[config.mk]
export PLATFORM = sky130hd
export DESIGN_NAME = regfile_wb_scheduler_flat
export DESIGN_NICKNAME = d
export VERILOG_FILES = /design/src/rtl/regfile_wb_scheduler_if.sv /design/src/rtl/regfile_wb_scheduler.sv /design/src/flat_wrapper.sv
export SDC_FILE = /design/constraint.sdc
export NUM_CORES = 1
export LEC_CHECK = 0
export CORE_MARGIN = 2
export CORE_UTILIZATION = 40
export CTS_CLUSTER_DIAMETER = 50
export DETAILED_ROUTE_END_ITERATION = 6
export MAX_ROUTING_LAYER = met4
export PLACE_DENSITY = 0.84
export SYNTH_ARGS = -nofsm -noshare
export SYNTH_HDL_FRONTEND = slang
export SYNTH_SLANG_ARGS = --single-unit
[constraint.sdc]
create_clock -name clk -period 2.6 [get_ports clk]
set_input_delay 0.52 -clock clk [delete_from_list [all_inputs] [get_ports clk]]
set_output_delay 0.52 -clock clk [all_outputs]
set_load 0.03 [all_outputs]
[src/rtl/regfile_wb_scheduler_if.sv]
// Issue / writeback / register-file bundle shared by the writeback scheduler
// and whatever drives it.
//   issue_*   : decode-side issue request; issue_ready returned by scheduler
//   alu_wb_*  : ALU writeback (no backpressure)
//   lsu_wb_*  : LSU writeback request; lsu_wb_ready returned by scheduler
//   rf_*      : register file write port driven by scheduler
//   busy      : per-register outstanding-write scoreboard
interface regfile_wb_scheduler_if #(
    parameter int unsigned N = 32
);
    logic         issue_valid;
    logic [4:0]   issue_rd;
    logic [4:0]   issue_rs1;
    logic [4:0]   issue_rs2;
    logic         issue_use_rs1;
    logic         issue_use_rs2;
    logic         issue_long;
    logic         issue_ready;

    logic         alu_wb_valid;
    logic [4:0]   alu_wb_rd;
    logic [N-1:0] alu_wb_data;

    logic         lsu_wb_valid;
    logic [4:0]   lsu_wb_rd;
    logic [N-1:0] lsu_wb_data;
    logic         lsu_wb_ready;

    logic         rf_we;
    logic [4:0]   rf_waddr;
    logic [N-1:0] rf_wdata;
    logic [31:0]  busy;

    // Driver side (decode, execution units, bench)
    modport master (
        output issue_valid, issue_rd, issue_rs1, issue_rs2,
               issue_use_rs1, issue_use_rs2, issue_long,
               alu_wb_valid, alu_wb_rd, alu_wb_data,
               lsu_wb_valid, lsu_wb_rd, lsu_wb_data,
        input  issue_ready, lsu_wb_ready, rf_we, rf_waddr, rf_wdata, busy
    );

    // Scheduler side
    modport slave (
        input  issue_valid, issue_rd, issue_rs1, issue_rs2,
               issue_use_rs1, issue_use_rs2, issue_long,
               alu_wb_valid, alu_wb_rd, alu_wb_data,
               lsu_wb_valid, lsu_wb_rd, lsu_wb_data,
        output issue_ready, lsu_wb_ready, rf_we, rf_waddr, rf_wdata, busy
    );
endinterface

[src/rtl/regfile_wb_scheduler.sv]
// Register-file writeback scheduler with scoreboard.
//   clk   : single clock, rising edge
//   rst   : asynchronous active-low reset
//   bus   : regfile_wb_scheduler_if.slave
//           - issue handshake gated by RAW/WAW hazards on the scoreboard and
//             by a starvation throttle
//           - ALU writeback always wins the single write port; LSU writeback
//             waits in a one-entry buffer that drains on ALU-idle cycles
//           - busy[r] high while a write to xr is outstanding (busy[0] = 0)
module regfile_wb_scheduler #(
    parameter int unsigned N            = 32,
    parameter int unsigned STARVE_LIMIT = 4
) (
    input  logic                   clk,
    input  logic                   rst,
    regfile_wb_scheduler_if.slave  bus
);

    localparam int unsigned AW   = 5;
    localparam int unsigned CW   = 4;
    localparam int unsigned NREG = 32;
    localparam logic [CW-1:0] CNT_MAX = {CW{1'b1}};
    localparam logic [CW-1:0] LIMIT   = CW'(STARVE_LIMIT);

    logic [NREG-1:0] r_busy;
    logic            r_pend_valid;
    logic [AW-1:0]   r_pend_rd;
    logic [N-1:0]    r_pend_data;
    logic [CW-1:0]   r_wait_cnt;
    logic            r_throttle;
    logic            r_drained;

    logic            w_rs1_hit;
    logic            w_rs2_hit;
    logic            w_rd_hit;
    logic            w_issue_ready;
    logic            w_issue_acc;
    logic            w_lsu_acc;
    logic            w_drain;
    logic            w_wr_en;
    logic [AW-1:0]   w_wr_addr;
    logic [N-1:0]    w_wr_data;
    logic [NREG-1:0] w_set;
    logic [NREG-1:0] w_clr;
    logic [NREG-1:0] w_busy_nxt;
    logic [CW-1:0]   w_cnt_nxt;

    // Hazard check uses only registered scoreboard/throttle, never issue_valid
    always_comb begin
        w_rs1_hit     = bus.issue_use_rs1 & r_busy[bus.issue_rs1];
        w_rs2_hit     = bus.issue_use_rs2 & r_busy[bus.issue_rs2];
        w_rd_hit      = (bus.issue_rd != '0) & r_busy[bus.issue_rd];
        w_issue_ready = ~(w_rs1_hit | w_rs2_hit | w_rd_hit | r_throttle);
        w_issue_acc   = bus.issue_valid & w_issue_ready;
    end

    // Buffer only accepts when empty at cycle start, so accept and drain never overlap
    assign w_lsu_acc = bus.lsu_wb_valid & ~r_pend_valid;
    assign w_drain   = r_pend_valid & ~bus.alu_wb_valid;

    // Write-port arbitration: ALU first, pending LSU entry on ALU-idle cycles
    always_comb begin
        w_wr_en   = 1'b0;
        w_wr_addr = '0;
        w_wr_data = '0;
        if (bus.alu_wb_valid) begin
            w_wr_addr = bus.alu_wb_rd;
            w_wr_data = bus.alu_wb_data;
            w_wr_en   = (bus.alu_wb_rd != '0);
        end else if (w_drain) begin
            w_wr_addr = r_pend_rd;
            w_wr_data = r_pend_data;
            w_wr_en   = (r_pend_rd != '0);
        end
    end

    // Scoreboard update; set and clear of one register cannot coincide (WAW stall)
    always_comb begin
        w_set = '0;
        w_clr = '0;
        if (w_issue_acc && (bus.issue_rd != '0)) begin
            w_set = NREG'(1) << bus.issue_rd;
        end
        if (w_wr_en) begin
            w_clr = NREG'(1) << w_wr_addr;
        end
        w_busy_nxt    = (r_busy & ~w_clr) | w_set;
        w_busy_nxt[0] = 1'b0;
    end

    // Starvation counter: saturating count of cycles a pending entry is skipped
    always_comb begin
        w_cnt_nxt = '0;
        if (r_pend_valid && !w_drain) begin
            w_cnt_nxt = (r_wait_cnt == CNT_MAX) ? r_wait_cnt : r_wait_cnt + CW'(1);
        end
    end

    always_ff @(posedge clk or negedge rst) begin
        if (!rst) begin
            r_busy       <= '0;
            r_pend_valid <= 1'b0;
            r_pend_rd    <= '0;
            r_pend_data  <= '0;
            r_wait_cnt   <= '0;
            r_throttle   <= 1'b0;
            r_drained    <= 1'b0;
        end else begin
            r_busy     <= w_busy_nxt;
            r_wait_cnt <= w_cnt_nxt;
            r_drained  <= w_drain;
            if (w_lsu_acc) begin
                r_pend_valid <= 1'b1;
                r_pend_rd    <= bus.lsu_wb_rd;
                r_pend_data  <= bus.lsu_wb_data;
            end else if (w_drain) begin
                r_pend_valid <= 1'b0;
            end
            // Throttle releases one cycle after the drain cycle
            if (r_drained) begin
                r_throttle <= 1'b0;
            end else if (w_cnt_nxt >= LIMIT) begin
                r_throttle <= 1'b1;
            end
        end
    end

    assign bus.issue_ready  = w_issue_ready;
    assign bus.lsu_wb_ready = ~r_pend_valid;
    assign bus.rf_we        = w_wr_en;
    assign bus.rf_waddr     = w_wr_addr;
    assign bus.rf_wdata     = w_wr_data;
    assign bus.busy         = r_busy;

endmodule

[src/flat_wrapper.sv]
// flat-port wrapper written by rule: the top's interface ports become plain ports
module regfile_wb_scheduler_flat 
#(
    parameter int unsigned N            = 32,
    parameter int unsigned STARVE_LIMIT = 4
)
  (clk, rst, bus_issue_valid, bus_issue_rd, bus_issue_rs1, bus_issue_rs2, bus_issue_use_rs1, bus_issue_use_rs2, bus_issue_long, bus_alu_wb_valid, bus_alu_wb_rd, bus_alu_wb_data, bus_lsu_wb_valid, bus_lsu_wb_rd, bus_lsu_wb_data, bus_issue_ready, bus_lsu_wb_ready, bus_rf_we, bus_rf_waddr, bus_rf_wdata, bus_busy);
  regfile_wb_scheduler_if #(.N(N)) bus_i ();
  input  logic clk;
  input  logic rst;
  input wire logic [$bits(bus_i.issue_valid)-1:0] bus_issue_valid;
  input wire logic [$bits(bus_i.issue_rd)-1:0] bus_issue_rd;
  input wire logic [$bits(bus_i.issue_rs1)-1:0] bus_issue_rs1;
  input wire logic [$bits(bus_i.issue_rs2)-1:0] bus_issue_rs2;
  input wire logic [$bits(bus_i.issue_use_rs1)-1:0] bus_issue_use_rs1;
  input wire logic [$bits(bus_i.issue_use_rs2)-1:0] bus_issue_use_rs2;
  input wire logic [$bits(bus_i.issue_long)-1:0] bus_issue_long;
  input wire logic [$bits(bus_i.alu_wb_valid)-1:0] bus_alu_wb_valid;
  input wire logic [$bits(bus_i.alu_wb_rd)-1:0] bus_alu_wb_rd;
  input wire logic [$bits(bus_i.alu_wb_data)-1:0] bus_alu_wb_data;
  input wire logic [$bits(bus_i.lsu_wb_valid)-1:0] bus_lsu_wb_valid;
  input wire logic [$bits(bus_i.lsu_wb_rd)-1:0] bus_lsu_wb_rd;
  input wire logic [$bits(bus_i.lsu_wb_data)-1:0] bus_lsu_wb_data;
  output wire logic [$bits(bus_i.issue_ready)-1:0] bus_issue_ready;
  output wire logic [$bits(bus_i.lsu_wb_ready)-1:0] bus_lsu_wb_ready;
  output wire logic [$bits(bus_i.rf_we)-1:0] bus_rf_we;
  output wire logic [$bits(bus_i.rf_waddr)-1:0] bus_rf_waddr;
  output wire logic [$bits(bus_i.rf_wdata)-1:0] bus_rf_wdata;
  output wire logic [$bits(bus_i.busy)-1:0] bus_busy;
  assign bus_i.issue_valid = bus_issue_valid;
  assign bus_i.issue_rd = bus_issue_rd;
  assign bus_i.issue_rs1 = bus_issue_rs1;
  assign bus_i.issue_rs2 = bus_issue_rs2;
  assign bus_i.issue_use_rs1 = bus_issue_use_rs1;
  assign bus_i.issue_use_rs2 = bus_issue_use_rs2;
  assign bus_i.issue_long = bus_issue_long;
  assign bus_i.alu_wb_valid = bus_alu_wb_valid;
  assign bus_i.alu_wb_rd = bus_alu_wb_rd;
  assign bus_i.alu_wb_data = bus_alu_wb_data;
  assign bus_i.lsu_wb_valid = bus_lsu_wb_valid;
  assign bus_i.lsu_wb_rd = bus_lsu_wb_rd;
  assign bus_i.lsu_wb_data = bus_lsu_wb_data;
  assign bus_issue_ready = bus_i.issue_ready;
  assign bus_lsu_wb_ready = bus_i.lsu_wb_ready;
  assign bus_rf_we = bus_i.rf_we;
  assign bus_rf_waddr = bus_i.rf_waddr;
  assign bus_rf_wdata = bus_i.rf_wdata;
  assign bus_busy = bus_i.busy;
  regfile_wb_scheduler #(.N(N), .STARVE_LIMIT(STARVE_LIMIT)) u_core (.clk(clk), .rst(rst), .bus(bus_i));
endmodule
==> results.json, run 1 <==
{
  "swShare_pct": 38.90,
  "postPlaceCellArea_sq_um": 6427,
  "vias": 4206,
  "area_growth_pct": 51.50,
  "hold_path_class": "in2async",
  "postLayoutSetupSlackWorst_ps": -251.0,
  "internal-power_uw": 3151,
  "synth_top_area_cell": "dfrtp_1",
  "syn-cell-area_sq_um": 4456,
  "p_clk_share_pct": 14.4,
  "combPwrFrac_pct": 51.5,
  "fin_worst_skew_ps": 7.291,
  "synth_seq_cells": 75,
  "p_per_area_nw_per_um2": 763.9,
  "netlist_top_cells_count": "dfrtp_1 (75), mux2_2 (41), a22o_1 (33)",
  "synthDistinctLibCells": 42,
  "relSlewSlack_pct": 36.67,
  "synth_ff_type": "dfrtp_1",
  "cp.arrival_ps": 2330,
  "layout_min_cycle_time_ps": 2851,
  "slowest_stage": "mux4_2",
  "finalSetupViolCount": 1,
  "ys_warn_count": 0,
  "final-max-slew-violation-count": 0,
  "nNetsFinal": 667,
  "avgSynthCellArea_sq_um": 12.07,
  "outcome": "complete, but fails checks",
  "drive_gt1_share_pct": 35.66,
  "cts_buffers": 9,
  "critPathRequiredTime_ps": 2080,
  "cp_num_buf_inv": 3,
  "max_freq_ghz": 0.3508,
  "synth_fp_nets": 467,
  "critPathTopFamily": "multiplexers",
  "grt_pass1_wl_um": 23490,
  "syn_inst": 369,
  "port_buffers": 166,
  "worst_pin_slew_ps": 950.0,
  "failed_checks": "negative setup slack",
  "die-area_sq_um": 12000,
  "end_kind": "primary output",
  "gr-usage-all-layers_pct": 26.47,
  "finalHoldViolations": 0,
  "core_area_sq_um": 10840,
  "grt_max_degree": 76,
  "ioPinCount": 169,
  "peakVddDrop_v": 0.0005072,
  "synth.area.top_cells": "dfrtp_1 (42%), mux2_2 (10%), mux4_2 (8.6%)",
  "antenna_found_initial": 0,
  "drt-pass1-iter-count": 7,
  "drcViolationCount": 0,
  "clock_latency_ps": 350,
  "drtAntennaViolNets": 0,
  "root_buffer": "clkbuf_8",
  "tns_ps": -251.0,
  "yosysSeqAreaShare_pct": 42.12,
  "clkSinkCount": 75,
  "wl_per_cell_um": 20.70,
  "rows": 38,
  "cp_max_fo": 7,
  "gp_congestion": 0.9322,
  "yosys.area.top_type_share_pct": 42.12,
  "cap_violations": 0,
  "reg2reg_from": "u_core.bus.busy[15]",
  "critPathLaunchType": "primary input",
  "grt_overflow": 0,
  "fp.dieH_um": 109.5,
  "cts_hold_buf": 0,
  "synth_edf_count": 0,
  "clkTransAtPathRegs_ps": 80,
  "critical_path.cell_chain": "clkdlybuf4s15_1 -> buf_12 -> mux4_2 -> mux2_2 -> a31oi_1 -> o211ai_1 -> nor2_4 -> buf_12",
  "seq_power_share_pct": 34.1,
  "postLayoutCellArea_sq_um": 6750,
  "r2r-end": "u_core.bus.busy[19]",
  "cts_tree": "done",
  "async_flop_share_pct": 100.0,
  "drt-vias-per-instance": 5.907,
  "dpl.hpwl_um": 11040,
  "holdWs_ps": 315.0,
  "wirelength_um": 14740,
  "synth_most_common_cell": "dfrtp_1",
  "n_antenna_cell": 0,
  "post-route-period-util_pct": 109.7,
  "cts.htree.levels": 3,
  "slowest_delay_ps": 500,
  "drt_iter0_drc": 259,
  "leakage_uw": 0.002888,
  "grt_pass1_vias": 4414,
  "worst_r2r_path_depth": 6,
  "initial_utilization_pct": 41.10,
  "die_x_um": 109.5,
  "cts_max_path_buffers": 2,
  "crit_type": "in2out",
  "rrSetupSlack_ps": 70,
  "crit_top_cell": "buf_12",
  "p_sw_uw": 2006,
  "grt_setup_unrepaired": "yes"
}
flip-flops by register name (all words and copies together) (netlist names):
signal               count
u_core.r_pend_data      32
u_core.bus.busy         31
u_core.r_drained         1
u_core.r_wait_cnt        4
u_core.r_throttle        1
u_core.r_pend_rd         5
u_core.r_pend_valid      1
placed cells by master (no fill, tap or decap), drive strengths merged, types with 2 or more instances in the layout:
| cell | instances |
|---|---|
| and3 | 2 |
| nor2b | 6 |
| buf | 99 |
| o21ai | 32 |
| mux4 | 21 |
| mux2 | 41 |
| clkbuf | 14 |
| dlygate4sd2 | 3 |
| a31oi | 2 |
| nand3 | 16 |
| mux2i | 11 |
| clkdlybuf4s50 | 119 |
| nand2 | 14 |
| dfrtp | 75 |
| nor3b | 3 |
| nor2 | 12 |
| nor3 | 6 |
| inv | 5 |
| nand2b | 3 |
| a22o | 33 |
| a22oi | 3 |
| o41ai | 32 |
| a211o | 2 |
| nand4 | 2 |
what timing repair did:
action / 4_1_cts / 5_1_grt
pin swaps: 4 / 1
cloned: 0 / 0
setup endpoints to repair: 32 / 28
setup buffers: 17 / 1
resized for setup: 31 / 2
kinds of logic after synthesis:
family	share of synthesized area [%]
AOI/OAI and AO/OA	21.60
DFF	42.12
muxes	23.79
and+or+nand+nor	7.667
buffers and inverters	4.268
adders and majority gates	0.2808
other	0.08417
xor gates and xnor gates	0.1966
power by group through the flow:
stage | sequential, uW | clock (uW) | combinational [uW]
3_3_place_gp | 1780 | 0 | 2420
5_1_grt | 1800 | 811 | 2820
2_1_floorplan | 2020 | 0 | 1120
3_5_place_dp | 1790 | 0 | 2480
6_report | 1760 | 741 | 2660
4_1_cts | 1750 | 758 | 2660
routing by layer:
layer | routed length [um] | global-route usage, % | share of wire [%]
met1 | 5939 | 33.07 | 40
met2 | 7199 | 42.95 | 49
met3 | 1366 | 5.750 | 9.3
met4 | 230 | 8.590 | 1.6
met5 | 0 | - | 0
area by class of cell:
class	instances	area, sq um
clock buffers	14	142.6
fillers	839	4090
inverters	5	18.77
multi-input cells	256	2466
flip-flops and latches	75	1881
well taps	140	175.2
repair buffers	222	2067
how the worst max path moves through the flow:
stage	depth (start not counted)	start	to
final	8	bus_issue_rd[0]	bus_issue_ready
after CTS	6	u_core.bus.busy[10]	bus_issue_ready
after global routing	8	u_core.bus.busy[15]	bus_issue_ready
after global placement	7	bus_issue_rs2[0]	bus_issue_ready
after detailed placement	8	bus_issue_rs1[0]	u_core.bus.busy[24]
after floorplan	8	bus_issue_rs1[0]	bus_issue_ready
stage by stage:
step	setup slack [ps]	instances	total power, uW	utilization, %
finish	-251.0	712	5157	62.27
global route	-322.2	712	5424	62.27
CTS	-243.8	713	5163	62.27
detailed placement	-744.4	682	4266	59.29
global placement	-693.2	682	4197	59.29
floorplan	-179.9	369	3142	-
Note: power is estimated with default switching activity, not from simulation.
==> run 2, diff against run 1 <==
--- a/config.mk
+++ b/config.mk
@@ -5,6 +5,7 @@
 export SDC_FILE = /design/constraint.sdc
 export NUM_CORES = 1
 export LEC_CHECK = 0
+export ABC_AREA = 0
 export CORE_MARGIN = 2
 export CORE_UTILIZATION = 40
 export CTS_CLUSTER_DIAMETER = 50
==> results of run 2 <==
Final layout, timing and power as in run 1 (identical DEF).
==> run 3, diff against run 2 <==
--- a/config.mk
+++ b/config.mk
@@ -6,12 +6,15 @@
 export NUM_CORES = 1
 export LEC_CHECK = 0
 export ABC_AREA = 0
+export CELL_PAD_IN_SITES_DETAIL_PLACEMENT = 0
+export CELL_PAD_IN_SITES_GLOBAL_PLACEMENT = 1
 export CORE_MARGIN = 2
-export CORE_UTILIZATION = 40
+export CORE_UTILIZATION = 44
 export CTS_CLUSTER_DIAMETER = 50
 export DETAILED_ROUTE_END_ITERATION = 6
+export DONT_BUFFER_PORTS = 1
 export MAX_ROUTING_LAYER = met4
-export PLACE_DENSITY = 0.84
+export PLACE_DENSITY = 0.83
 export SYNTH_ARGS = -nofsm -noshare
 export SYNTH_HDL_FRONTEND = slang
 export SYNTH_SLANG_ARGS = --single-unit
==> run 3 against run 2 <==
Compared with the run above:
- the flow still finishes with violations (negative setup slack)
- hold slack worse by 280 ps
- final area shrank 22%
- die area down 8.8%
- combinational power shrank 18%
- via count fell by 15%
- first-iteration DRC count is 5.4% higher
- maximum frequency down 0.53%
- sequential share of layout area up 7.8 points
- non-clock buffer count decreased by 162
- critical endpoint unchanged
- largest cell class unchanged
==> results.json, run 3 (same netlist as run 1, synthesis figures left out) <==
{
  "worst_pin_slew_ps": 592.9,
  "swShare_pct": 38.54,
  "clkSinkCount": 75,
  "fin_worst_skew_ps": 15.69,
  "p_per_area_nw_per_um2": 963.5,
  "p_sw_uw": 1958,
  "peakVddDrop_v": 0.0004407,
  "cts.htree.levels": 3,
  "root_buffer": "clkbuf_8",
  "largest-register": "u_core.r_pend_data",
  "slowest_delay_ps": 490,
  "die-area_sq_um": 10950,
  "drive_gt1_share_pct": 40.78,
  "failed_checks": "negative setup slack",
  "final_common_cell": "dfrtp_1",
  "rows": 36,
  "initial_utilization_pct": 45.37,
  "n_antenna_cell": 0,
  "grt_pass1_vias": 3797,
  "grt_pass1_wl_um": 20040,
  "fin_cells": 545,
  "end_kind": "primary output",
  "grt_overflow": 0,
  "combPwrFrac_pct": 43.1,
  "critPathRequiredTime_ps": 2080,
  "hold_path_class": "in2async",
  "outcome": "complete, but fails checks",
  "relSlewSlack_pct": 60.47,
  "critical_path.cell_chain": "mux4_2 -> mux4_2 -> nand2b_4 -> and3_4 -> nor2_4 -> buf_6",
  "dp_slack_ps": -47.29,
  "gp_congestion": 0.8977,
  "die_x_um": 104.6,
  "cts_tree": "done",
  "seq_power_share_pct": 34.8,
  "drcViolationCount": 0,
  "dpl.hpwl_um": 8903,
  "cp_num_buf_inv": 1,
  "crit_top_cell": "mux4_2",
  "core_area_sq_um": 9819,
  "cp_max_fo": 4,
  "drtAntennaViolNets": 0,
  "clock_latency_ps": 350,
  "gr-usage-all-layers_pct": 23.90,
  "post-place-cells": 510,
  "nNetsFinal": 505,
  "finalPower_uw": 5080,
  "cts_buffers": 9,
  "postLayoutSetupSlackWorst_ps": -266.1,
  "wl_per_cell_um": 23.28,
  "post-route-period-util_pct": 110.2,
  "critPathLaunchType": "register",
  "fp.dieH_um": 104.6,
  "area_growth_pct": 18.34,
  "holdWs_ps": 37.80,
  "drt_iter0_drc": 273,
  "crit_type": "reg2out",
  "max_freq_ghz": 0.3489,
  "drt-pass1-iter-count": 5,
  "cp.arrival_ps": 2350,
  "drt-vias-per-instance": 6.583,
  "ioPinCount": 169,
  "filler_cell_count": 869,
  "leakage_uw": 0.002252,
  "p_clk_share_pct": 22.1,
  "layout_min_cycle_time_ps": 2866,
  "largest_reg_flops": 32,
  "port_buffers": 0,
  "finalHoldViolations": 0,
  "vias": 3588,
  "grt_setup_unrepaired": "yes",
  "cap_violations": 0,
  "final_cell_mix": "dfrtp_1 (71), buf_4 (51), mux2_2 (40), a22o_1 (33), o21ai_0 (32)",
  "final-max-slew-violation-count": 0,
  "critPathTopFamily": "multiplexers",
  "internal-power_uw": 3122,
  "clkTransAtPathRegs_ps": 80,
  "slowest_stage": "mux4_2",
  "wirelength_um": 12690,
  "finalSetupViolCount": 1,
  "grt_max_degree": 76,
  "cts_max_path_buffers": 2,
  "antenna_found_initial": 0
}
[run 3: changes by cell type in the layout (fill, tap and decap cells not counted), sizes merged]
| cell | before | now |
|---|---|---|
| dlygate4sd2 | 3 | 0 |
| bufinv | 0 | 3 |
| clkdlybuf4s50 | 119 | 0 |
| inv | 5 | 7 |
| buf | 99 | 60 |
| clkdlybuf4s15 | 1 | 0 |
| clkbuf | 14 | 11 |
[run 3: timing repair]
item	4_1_cts	5_1_grt
pin swaps	3	1
endpoints found under the hold margin	75	0
buffers inserted	19	0
hold buffers	1	0
endpoints found under the setup margin	1	32
resized for setup	12	7
[run 3: worst paths after layout]
kind	start	end	slack (ps)	depth (start not counted)
min in group clk	bus_alu_wb_valid	u_core.r_drained	280	1
hold / removal	rst	u_core.r_pend_data[25]	40	1
hold reg to reg	u_core.r_drained	u_core.r_throttle	410	1
setup / recovery	u_core.bus.busy[31]	bus_issue_ready	-270	6
max in group asynchronous	rst	u_core.bus.busy[8]	2220	1
setup reg to reg	u_core.bus.busy[11]	u_core.bus.busy[8]	70	6
[run 3: layout make-up]
cell class | instances | area [sq um] | area share [%]
Multi-Input combinational cell | 256 | 2439 | 46.25
Inverter | 5 | 18.77 | 0.3560
Tap cell | 133 | 166.4 | 3.156
Sequential cell | 75 | 1882 | 35.69
Clock buffer | 11 | 141.4 | 2.682
Timing Repair Buffer | 60 | 518.0 | 9.824
Clock inverter | 5 | 107.6 | 2.041
[run 3: per-stage QoR]
step / cell area, sq um / util, % / TNS (ps)
3_5_place_dp: 4790 / 48.78 / -213.3
2_1_floorplan: 4497 / - / -179.9
3_3_place_gp: 4790 / 48.78 / -46.07
6_report: 5273 / 53.70 / -266.1
5_1_grt: 5273 / 53.70 / -356.7
4_1_cts: 5250 / 53.47 / -254.7
[run 3: power by group through the flow]
stage / Clock (uW) / Sequential (uW) / Combinational, uW
detailed placement: 0 / 1810 / 1890
global placement: 0 / 1780 / 1850
CTS: 1130 / 1740 / 2170
finish: 1120 / 1770 / 2190
global route: 1190 / 1790 / 2300
floorplan: 0 / 2020 / 1120
[run 3: worst reg2reg max path, cell delays in order (launching register included)]
cell,delay (ps)
dfrtp_1,440
mux4_2,490
mux4_2,470
nor2_2,110
o211ai_1,170
buf_4,310
o41ai_1,400
[run 3: metal layers]
metal / vias up / wire, um / global-route usage (%)
met2: 232 / 6029 / 36.93
met4: 0 / 205 / 7.524
met1: 1802 / 5074 / 30.92
met3: 20 / 1379 / 6.425
li1: 1534 / - / -
met5: - / 0 / -
